--- src/rtl/seg_pkg.sv ---
// Shared constants and helpers for the multiplexed 7-segment display driver.
// Patterns are active-low with bit 6 = segment a down to bit 0 = segment g.
package seg_pkg;

    localparam int SEG_A = 6;
    localparam int SEG_B = 5;
    localparam int SEG_C = 4;
    localparam int SEG_D = 3;
    localparam int SEG_E = 2;
    localparam int SEG_F = 1;
    localparam int SEG_G = 0;

    localparam logic [6:0] SEG_BLANK = 7'h7F;

    // Status-screen letters; N and R are the lowercase shapes a 7-segment can show.
    localparam logic [6:0] LET_N = 7'b1101010;
    localparam logic [6:0] LET_E = 7'b0110000;
    localparam logic [6:0] LET_R = 7'b1111010;
    localparam logic [6:0] LET_P = 7'b0011000;
    localparam logic [6:0] LET_X = 7'b1001000;
    localparam logic [6:0] LET_O = 7'b0000001;
    localparam logic [6:0] LET_T = 7'b1110000;

    function automatic logic [6:0] hex_to_seg(input logic [3:0] nibble);
        logic [6:0] pattern;
        case (nibble)
            4'h0:    pattern = 7'b0000001;
            4'h1:    pattern = 7'b1001111;
            4'h2:    pattern = 7'b0010010;
            4'h3:    pattern = 7'b0000110;
            4'h4:    pattern = 7'b1001100;
            4'h5:    pattern = 7'b0100100;
            4'h6:    pattern = 7'b0100000;
            4'h7:    pattern = 7'b0001111;
            4'h8:    pattern = 7'b0000000;
            4'h9:    pattern = 7'b0000100;
            4'hA:    pattern = 7'b0001000;
            4'hB:    pattern = 7'b1100000;
            4'hC:    pattern = 7'b0110001;
            4'hD:    pattern = 7'b1000010;
            4'hE:    pattern = 7'b0110000;
            default: pattern = 7'b0111000;
        endcase
        return pattern;
    endfunction

endpackage

--- src/rtl/seg_hex_decode.sv ---
// Combinational hex nibble to active-low a..g segment pattern.
module seg_hex_decode
    import seg_pkg::*;
(
    input  logic [3:0] nibble,
    output logic [6:0] pattern
);

    assign pattern = hex_to_seg(nibble);

endmodule

--- src/rtl/seg_scan_mux.sv ---
// Time-multiplexed N-digit common-anode 7-segment driver with PWM brightness.
// Content is double-buffered and swapped only at the frame boundary so a frame never tears.
module seg_scan_mux
    import seg_pkg::*;
#(
    parameter int DIGITS     = 4,
    parameter int PRESCALE_W = 17,
    parameter int DUTY_W     = 3
) (
    input  logic                  clk,
    input  logic                  rst,
    input  logic                  load,
    input  logic                  mode,
    input  logic [4*DIGITS-1:0]   data,
    input  logic [7*DIGITS-1:0]   raw,
    input  logic [DIGITS-1:0]     dp_in,
    input  logic [DIGITS-1:0]     blank,
    input  logic [DUTY_W-1:0]     brightness,
    output logic [6:0]            seg,
    output logic                  dp,
    output logic [DIGITS-1:0]     an,
    output logic                  frame_done
);

    localparam int IDX_W = (DIGITS > 1) ? $clog2(DIGITS) : 1;
    localparam logic [IDX_W-1:0] IDX_LAST = IDX_W'(DIGITS - 1);

    typedef struct packed {
        logic                  mode;
        logic [4*DIGITS-1:0]   data;
        logic [7*DIGITS-1:0]   raw;
        logic [DIGITS-1:0]     dp;
        logic [DIGITS-1:0]     blank;
    } content_t;

    // Everything blanked so nothing lights until the first committed load.
    localparam content_t CONTENT_RST = '{mode: 1'b0, data: '0, raw: '0, dp: '0, blank: '1};

    logic [PRESCALE_W-1:0] presc;
    logic [IDX_W-1:0]      idx;
    content_t              pend;
    content_t              act;

    logic                  slot_end;
    logic                  frame_end;
    logic                  enable;
    logic [DUTY_W-1:0]     phase;
    logic [3:0]            nibble;
    logic [6:0]            hex_pat;
    logic [6:0]            pattern;

    assign slot_end  = &presc;
    assign frame_end = slot_end && (idx == '0);
    assign phase     = presc[PRESCALE_W-1 -: DUTY_W];

    // Prescaler 0 is a dead cycle between slots to suppress ghosting.
    assign enable = !act.blank[idx] && (phase <= brightness) && (presc != '0);

    assign nibble  = act.data[4*int'(idx) +: 4];
    assign pattern = act.mode ? act.raw[7*int'(idx) +: 7] : hex_pat;

    seg_hex_decode u_hex (
        .nibble  (nibble),
        .pattern (hex_pat)
    );

    always_ff @(posedge clk) begin
        if (rst) begin
            presc      <= '0;
            idx        <= IDX_LAST;
            pend       <= CONTENT_RST;
            act        <= CONTENT_RST;
            an         <= '1;
            seg        <= SEG_BLANK;
            dp         <= 1'b1;
            frame_done <= 1'b0;
        end else begin
            presc      <= presc + PRESCALE_W'(1);
            frame_done <= frame_end;

            if (slot_end) begin
                idx <= (idx == '0) ? IDX_LAST : idx - IDX_W'(1);
            end

            // Active takes the pre-edge pending value; a load on this edge waits a frame.
            if (frame_end) begin
                act <= pend;
            end
            if (load) begin
                pend <= '{mode: mode, data: data, raw: raw, dp: dp_in, blank: blank};
            end

            if (enable) begin
                an  <= ~(DIGITS'(1) << idx);
                seg <= pattern;
                dp  <= ~act.dp[idx];
            end else begin
                an  <= '1;
                seg <= SEG_BLANK;
                dp  <= 1'b1;
            end
        end
    end

endmodule
--- config.mk ---
export PLATFORM = sky130hd
export DESIGN_NAME = seg_scan_mux
export DESIGN_NICKNAME = d
export VERILOG_FILES = /design/src/rtl/seg_pkg.sv /design/src/rtl/seg_hex_decode.sv /design/src/rtl/seg_scan_mux.sv
export SDC_FILE = /design/constraint.sdc
export NUM_CORES = 1
export LEC_CHECK = 0
export BUFFER_PORTS_ARGS = -buffer_cell sky130_fd_sc_hd__buf_2
export CAP_MARGIN = 20
export CORE_MARGIN = 8
export CORE_UTILIZATION = 50
export DETAILED_ROUTE_END_ITERATION = 8
export GPL_ROUTABILITY_DRIVEN = 0
export PLACE_DENSITY = 0.82
export SYNTH_ARGS = -nofsm -noshare
export SYNTH_HDL_FRONTEND = slang
export SYNTH_SLANG_ARGS = --single-unit
--- constraint.sdc ---
create_clock -name clk -period 3.6 [get_ports clk]
set_input_delay 0.72 -clock clk [delete_from_list [all_inputs] [get_ports clk]]
set_output_delay 0.72 -clock clk [all_outputs]
set_load 0.1 [all_outputs]
# ---- Word level (Yosys, flattened, before mapping)
# Memory sizes are Yosys's and may differ from the RTL's.
# Cells that the tools add are included.
# W data, S select, Z words.
dict set report classes {
  add_sub_neg 2
  multipliers 1
  div_mod_pow 0
  n_lt_le_gt_ge 2
  eq_ne 0
  n_shift 3
  mux 6
  bitwise 3
  n_reduce_logical 8
}
# op count
set ops {}
lappend ops {{$shiftx A28 B6 Y7} 1}
lappend ops {{$add A17 B1 Y17 const B} 1}
lappend ops {{$reduce_and A17 Y1} 1}
lappend ops {{$reduce_bool A17 Y1} 1}
lappend ops {{$shiftx A16 B5 Y4} 1}
lappend ops {{$mux W7} 1}
lappend ops {{$mul A3 B2 Y5 const A} 1}
lappend ops {{$bmux W1 S2} 2}
lappend ops {{$not A4 Y4} 1}
lappend ops {{$shl A1 B2 Y4 const A} 1}
lappend ops {{$le A3 B3 Y1} 1}
lappend ops {{$logic_and A1 B1 Y1} 3}
lappend ops {{$lt A2 B3 Y1 const B} 1}
lappend ops {{$logic_not A2 Y1} 1}
lappend ops {{$mux W1} 2}
lappend ops {{$mux W2} 1}
lappend ops {{$not A1 Y1} 2}
lappend ops {{$reduce_or A2 Y1} 1}
lappend ops {{$sub A2 B1 Y2 const B} 1}
lappend ops {{$logic_not A1 Y1} 1}
dict set report totals {
  regBits 138
  latch_bits 0
  ram_bits 0
  romBits 112
  input_bits 59
  output_inout_bits 13
  wordCells 42
  n_memories 1
}
# memory depth width rd rd_clocked_by_memory_dff write_ports line_no
set mem_list {}
lappend mem_list {{(no name shown)} 16 7 1 0 0 seg_pkg.sv:26} ;# case (nibble)

# ---- Logic depth before layout (Yosys ltp)
dict set report logic_depth {
  word_depth 7
  ltp_mapped 10
  depth_no_buf 9
}

# ---- Cells and area by module
# From an unflattened synthesis, not the netlist that was laid out.
dict set report unflattened {
  hier_cells 487
  hier_area_um2 5395.2
}
# module n_inst cells_each area_each_um2 seq_area_each_um2
set by_module_without_submodules {}
lappend by_module_without_submodules {seg_scan_mux 1 455 5121.2 2762.6}
lappend by_module_without_submodules {seg_hex_decode 1 32 274.0 0.0}

# ---- Worst setup path before layout
# OpenSTA, ideal clock, no wires.
dict set report synth_timing {
  path_type {register -> register}
  start {register presc[0]}
  end {register act[10] (netlist bit)}
  setup_ns 0.060
  t_arrival_ns 2.165
  slack_ns 1.376
  path_stages_with_launch 11
  path_buffers 1
  synth_period_minus_slack_ns 2.224
  path_cell_list {dfxtp_1 > ha_1 > nand4_1 > nor3_1 > and3_1 > ha_1 > nand2_1 > or2_1 > inv_2 > clkbuf_1 > a22o_1}
}
dict set report synth_between {
  elab_chain_len 2
}
# item line_no
set synth_rtl {}
lappend synth_rtl {{start, declared} seg_scan_mux.sv:39} ;# logic [PRESCALE_W-1:0] presc;
lappend synth_rtl {{start signal, assigned} seg_scan_mux.sv:78} ;# presc <= presc + PRESCALE_W'(1);
lappend synth_rtl {{$reduce_and A17 Y1} seg_scan_mux.sv:52} ;# assign slot_end = &presc;
lappend synth_rtl {{named net slot_end} seg_scan_mux.sv:44} ;# logic slot_end;
lappend synth_rtl {{$logic_and A1 B1 Y1} seg_scan_mux.sv:53} ;# assign frame_end = slot_end && (idx == '0);
lappend synth_rtl {{end signal, assigned} seg_scan_mux.sv:87} ;# act <= pend;
lappend synth_rtl {{end, declared} seg_scan_mux.sv:42} ;# content_t act;
# The timed path passes the listed nets, and every way through them passes these cells.
# A chain may end at the register's enable or synchronous reset.

# ---- Worst setup path in the final report
dict set report layout_timing {
  start {register presc[1]}
  end {register act[51] (netlist bit)}
}
# The elaborated chain is that of the path after synthesis.

==> flow_summary.html <==
<table>
<tr><th>Metric</th><th>Value</th></tr>
<tr><th colspan="2">Critical path</th></tr>
<tr><td>Startpoint of the worst setup timing path</td><td>presc[1]</td></tr>
<tr><td>Crit end category</td><td>flip-flop</td></tr>
<tr><td>Arrival time reported for the critical path endpoint</td><td>around 3.3 ns</td></tr>
<tr><td>Element type at the critical path start</td><td>flip-flop</td></tr>
<tr><td>Worst setup path class</td><td>reg2reg</td></tr>
<tr><td>Required @ worst endpoint</td><td>between 4 and 5 ns</td></tr>
<tr><td>FF-to-FF Start</td><td>presc[1]</td></tr>
<tr><td>Crit path max fanout</td><td>50</td></tr>
<tr><th colspan="2">Power and ir drop</th></tr>
<tr><td>Register share of total power</td><td>0.453</td></tr>
<tr><td>PD cells</td><td>549.1 nW/µm²</td></tr>
<tr><td>Total internal power</td><td>between 2 and 3 mW</td></tr>
<tr><td>Clock share of power</td><td>0.506</td></tr>
<tr><td>Relative contribution of combinational cells to total power</td><td>0.041</td></tr>
<tr><td>Static Leakage</td><td>about 2.7 nW</td></tr>
<tr><td>Final Total Pwr</td><td>roughly 3.5 mW</td></tr>
<tr><td>Fraction of power spent switching nets</td><td>0.2098</td></tr>
<tr><td>Power spent charging and discharging nets</td><td>around 0.74 mW</td></tr>
<tr><td>Worst ir drop on vdd</td><td>slightly above 0.3 mV</td></tr>
<tr><th colspan="2">Synth</th></tr>
<tr><td>Count of mapped cells out of synthesis</td><td>between 400 and 500</td></tr>
<tr><td>Top area cells in the synthesized netlist</td><td>sky130_fd_sc_hd__dfxtp_1, sky130_fd_sc_hd__mux2i_1, sky130_fd_sc_hd__a22o_1</td></tr>
<tr><td>Proportion of synthesized chip area in sequential cells</td><td>0.5162</td></tr>
<tr><td>Post-synthesis cell area</td><td>between 5000 and 6000 µm²</td></tr>
<tr><td>Synthesized Nets</td><td>563</td></tr>
<tr><td>Total of flip-flops plus latches after synthesis</td><td>between 100 and 150</td></tr>
<tr><td>Unique masters post-synth</td><td>42</td></tr>
<tr><td>Post-synth top area cell</td><td>sky130_fd_sc_hd__dfxtp_1</td></tr>
<tr><td>Area share of the largest cell type after synthesis</td><td>0.5162</td></tr>
<tr><td>Synth warnings</td><td>0</td></tr>
<tr><td>Post-synthesis area per instance</td><td>around 11 µm²</td></tr>
<tr><th colspan="2">STA</th></tr>
<tr><td>Time the final worst path needs with I/O delays and setup</td><td>between 2 and 3 ns</td></tr>
<tr><td>Hold Violations, Final</td><td>0</td></tr>
<tr><td>Tcrit/Tclk final</td><td>0.8012</td></tr>
<tr><td>Final-report setup violation count</td><td>0</td></tr>
<tr><td>Hold Slack</td><td>between 0.4 and 0.5 ns</td></tr>
<tr><td>Unrepaired setup endpoints after global routing</td><td>false</td></tr>
<tr><td>Fmax achieved</td><td>roughly 350 MHz</td></tr>
<tr><td>Fin Clk Skew</td><td>between 0.008 and 0.009 ns</td></tr>
<tr><td>Number of pins with negative max-slew slack in the final report</td><td>0</td></tr>
<tr><td>Slew @ Worst Pin</td><td>~0.94 ns</td></tr>
<tr><td>Setup TNS</td><td>0 ns</td></tr>
<tr><td>Worst relative slew slack</td><td>0.3753</td></tr>
<tr><th colspan="2">Worst hold path</th></tr>
<tr><td>HP Start</td><td>blank[3]</td></tr>
<tr><td>Worst hold path type</td><td>in2reg</td></tr>
<tr><th colspan="2">Final layout</th></tr>
<tr><td>Final standard cell utilization of the core</td><td>0.6176</td></tr>
<tr><td>Nets@finish</td><td>628</td></tr>
<tr><td>Fraction of layout cells with a size suffix above 1</td><td>0.2244</td></tr>
<tr><td>Synthesis-to-finish area growth</td><td>19.69%</td></tr>
<tr><td>Number of filler cells placed in the layout</td><td>836</td></tr>
<tr><td>Antenna diodes</td><td>0</td></tr>
<tr><td>Commonest cells after routing, fill and taps aside</td><td>sky130_fd_sc_hd__dfxtp_1, sky130_fd_sc_hd__nor2_1, sky130_fd_sc_hd__buf_2</td></tr>
<tr><td>Sequential cell area in the final layout</td><td>about 2800 µm²</td></tr>
<tr><td>Multi-input logic area</td><td>2397 µm²</td></tr>
<tr><td>Most common cell after layout, fill and taps aside</td><td>sky130_fd_sc_hd__dfxtp_1</td></tr>
<tr><th colspan="2">CTS</th></tr>
<tr><td>Number of buffers added by the clock tree synthesis step</td><td>17</td></tr>
<tr><td>Post-cts gate resize count</td><td>0</td></tr>
<tr><td>Source-to-sink clock delay at the later pin of the worst-skew pair</td><td>roughly 0.52 ns</td></tr>
<tr><td>CTS Root Cell</td><td>sky130_fd_sc_hd__clkbuf_8</td></tr>
<tr><td>Quantity of hold-fixing buffers added after cts</td><td>0</td></tr>
<tr><td>Number of H-tree levels</td><td>4</td></tr>
<tr><td>Number of sinks on the clock net</td><td>around 140</td></tr>
<tr><td>Number of buffers inserted to repair setup after CTS</td><td>0</td></tr>
<tr><td>Clock tree from TritonCTS</td><td>yes</td></tr>
<tr><td>Clock slew seen by the registers of the worst setup and hold paths</td><td>0.06 ns</td></tr>
<tr><td>Max Buffers Root-to-Sink</td><td>2</td></tr>
<tr><th colspan="2">Die</th></tr>
<tr><td>Die H</td><td>119.5 µm</td></tr>
<tr><td>Boundary Pins</td><td>72</td></tr>
<tr><td>Number of placement rows</td><td>37</td></tr>
<tr><td>Floorplan Core Area</td><td>around 10000 µm²</td></tr>
<tr><td>Floorplan die width</td><td>~120 µm</td></tr>
<tr><td>Full die area</td><td>between 10000 and 15000 µm²</td></tr>
<tr><td>Effective utilization at floorplan</td><td>0.5160</td></tr>
<tr><th colspan="2">GRT</th></tr>
<tr><td>Vias in the first global route</td><td>between 3000 and 4000</td></tr>
<tr><td>Maximum number of pins on one net before global-route repair</td><td>between 50 and 60</td></tr>
<tr><td>Number of antenna violations at the first check in global routing</td><td>0</td></tr>
<tr><td>GRT Total Usage</td><td>0.1734</td></tr>
<tr><td>Total global routing overflow</td><td>0</td></tr>
<tr><td>Global-route wire length before repair</td><td>19.89 mm</td></tr>
<tr><th colspan="2">Route</th></tr>
<tr><td>Antenna viol nets, final</td><td>0</td></tr>
<tr><td>Router iterations before antenna repair</td><td>4</td></tr>
<tr><td>Drt first-iter violations</td><td>203</td></tr>
<tr><td>Number of remaining DRC errors</td><td>0</td></tr>
<tr><td>Total number of vias</td><td>about 3800</td></tr>
<tr><td>Average vias per placed instance</td><td>5.412</td></tr>
<tr><td>DRT Wirelength</td><td>between 10 and 15 mm</td></tr>
<tr><td>Routed wire length per instance</td><td>approximately 17 µm</td></tr>
<tr><th colspan="2">Flow run</th></tr>
<tr><td>Max Cap Violations</td><td>0</td></tr>
<tr><th colspan="2">Placed design</th></tr>
<tr><td>Number of port buffers</td><td>71</td></tr>
<tr><td>Detailed-placement wirelength estimate</td><td>8.019 mm</td></tr>
<tr><th colspan="2">Outcome</th></tr>
<tr><td>Status</td><td>finished, final reports clean</td></tr>
</table>
-- power by group through the flow --
stage	clock network (mW)	logic (mW)	registers (mW)
final	1.78	0.144	1.59
after global routing	1.88	0.161	1.60
after CTS	1.80	0.146	1.59
after detailed placement	0	0.144	1.63
after global placement	0	0.137	1.62
after floorplan	0	0.0932	1.61
-- final cells by class --
type,count,area share
flip-flops and latches,138,0.4313
multi-input cells,305,0.3743
clock buffers,21,0.06857
repair buffers,77,0.06447
clock inverters,11,0.02657
well taps,136,0.02657
inverters,14,0.008205
-- metal layers --
layer / vias up / global-route usage / share of wire
met4: 0 / 0.06401 / 0.014
li1: 1868 / - / -
met5: - / 0 / 0
met3: 19 / 0.05952 / 0.062
met1: 1809 / 0.2013 / 0.42
met2: 103 / 0.2903 / 0.50
-- through the flow --
| stage | cell area, µm² | cells | setup slack, ns |
|---|---|---|---|
| after global placement | 5796 | 670 | 0.8876 |
| final | 6405 | 702 | 0.7157 |
| after detailed placement | 5796 | 670 | 0.7873 |
| after floorplan | 5351 | 488 | 1.376 |
| after global routing | 6405 | 702 | 0.4729 |
| after CTS | 6405 | 702 | 0.7321 |
-- state kept, by name, indices dropped and copies added, names as in the netlist --
name	count
presc	17
dp	1
act	53
an	4
idx	2
seg	7
frame_done	1
pend	53
-- Yosys cell counts (all sizes together) --
master	number
dfxtp	138
nor2	72
mux2i	52
a22o	49
nand2	23
clkbuf	19
ha	16
inv	14
mux4	13
buf	12
nand3	11
nor2b	8
xor2	8
xnor2	7
nor4	6
a211o	4
a21oi	4
o22a	4
mux2	3
nand4	3
nor3	3
o21ai	3
a22oi	2
a32oi	2
and3	2
nand2b	2
o211ai	2
or2	2
a41o	1
nor3b	1
nor4b	1
o2111ai	1
-- critical path: stages (launching register included) --
cell and delay, ns:
sky130_fd_sc_hd__dfxtp_1 0.39, sky130_fd_sc_hd__ha_1 0.24, sky130_fd_sc_hd__nand4_1 0.15, sky130_fd_sc_hd__nor3_1 0.26
sky130_fd_sc_hd__and3_1 0.19, sky130_fd_sc_hd__ha_1 0.28, sky130_fd_sc_hd__nand2_1 0.10, sky130_fd_sc_hd__or2_1 0.29
sky130_fd_sc_hd__inv_2 0.63, sky130_fd_sc_hd__a22o_1 0.26
-- path summary, 6_finish.rpt --
path	cells past startpoint	slack (ns)	to
max	9	0.72	act[51]
max reg2reg	9	0.72	act[51]
min reg2reg	1	0.47	act[28]
min	2	0.41	pend[3]
-- cell families after synthesis --
family | after synthesis | synth area share
AOI/OAI and AO/OA | 72 | 0.1132
xor gates and xnor gates | 15 | 0.02455
adders and majority gates | 16 | 0.03741
buffers and inverters | 45 | 0.03788
DFF | 138 | 0.5162
muxes | 68 | 0.1590
and+or+nand+nor | 134 | 0.1118
Power figures use the tool's default switching activity.
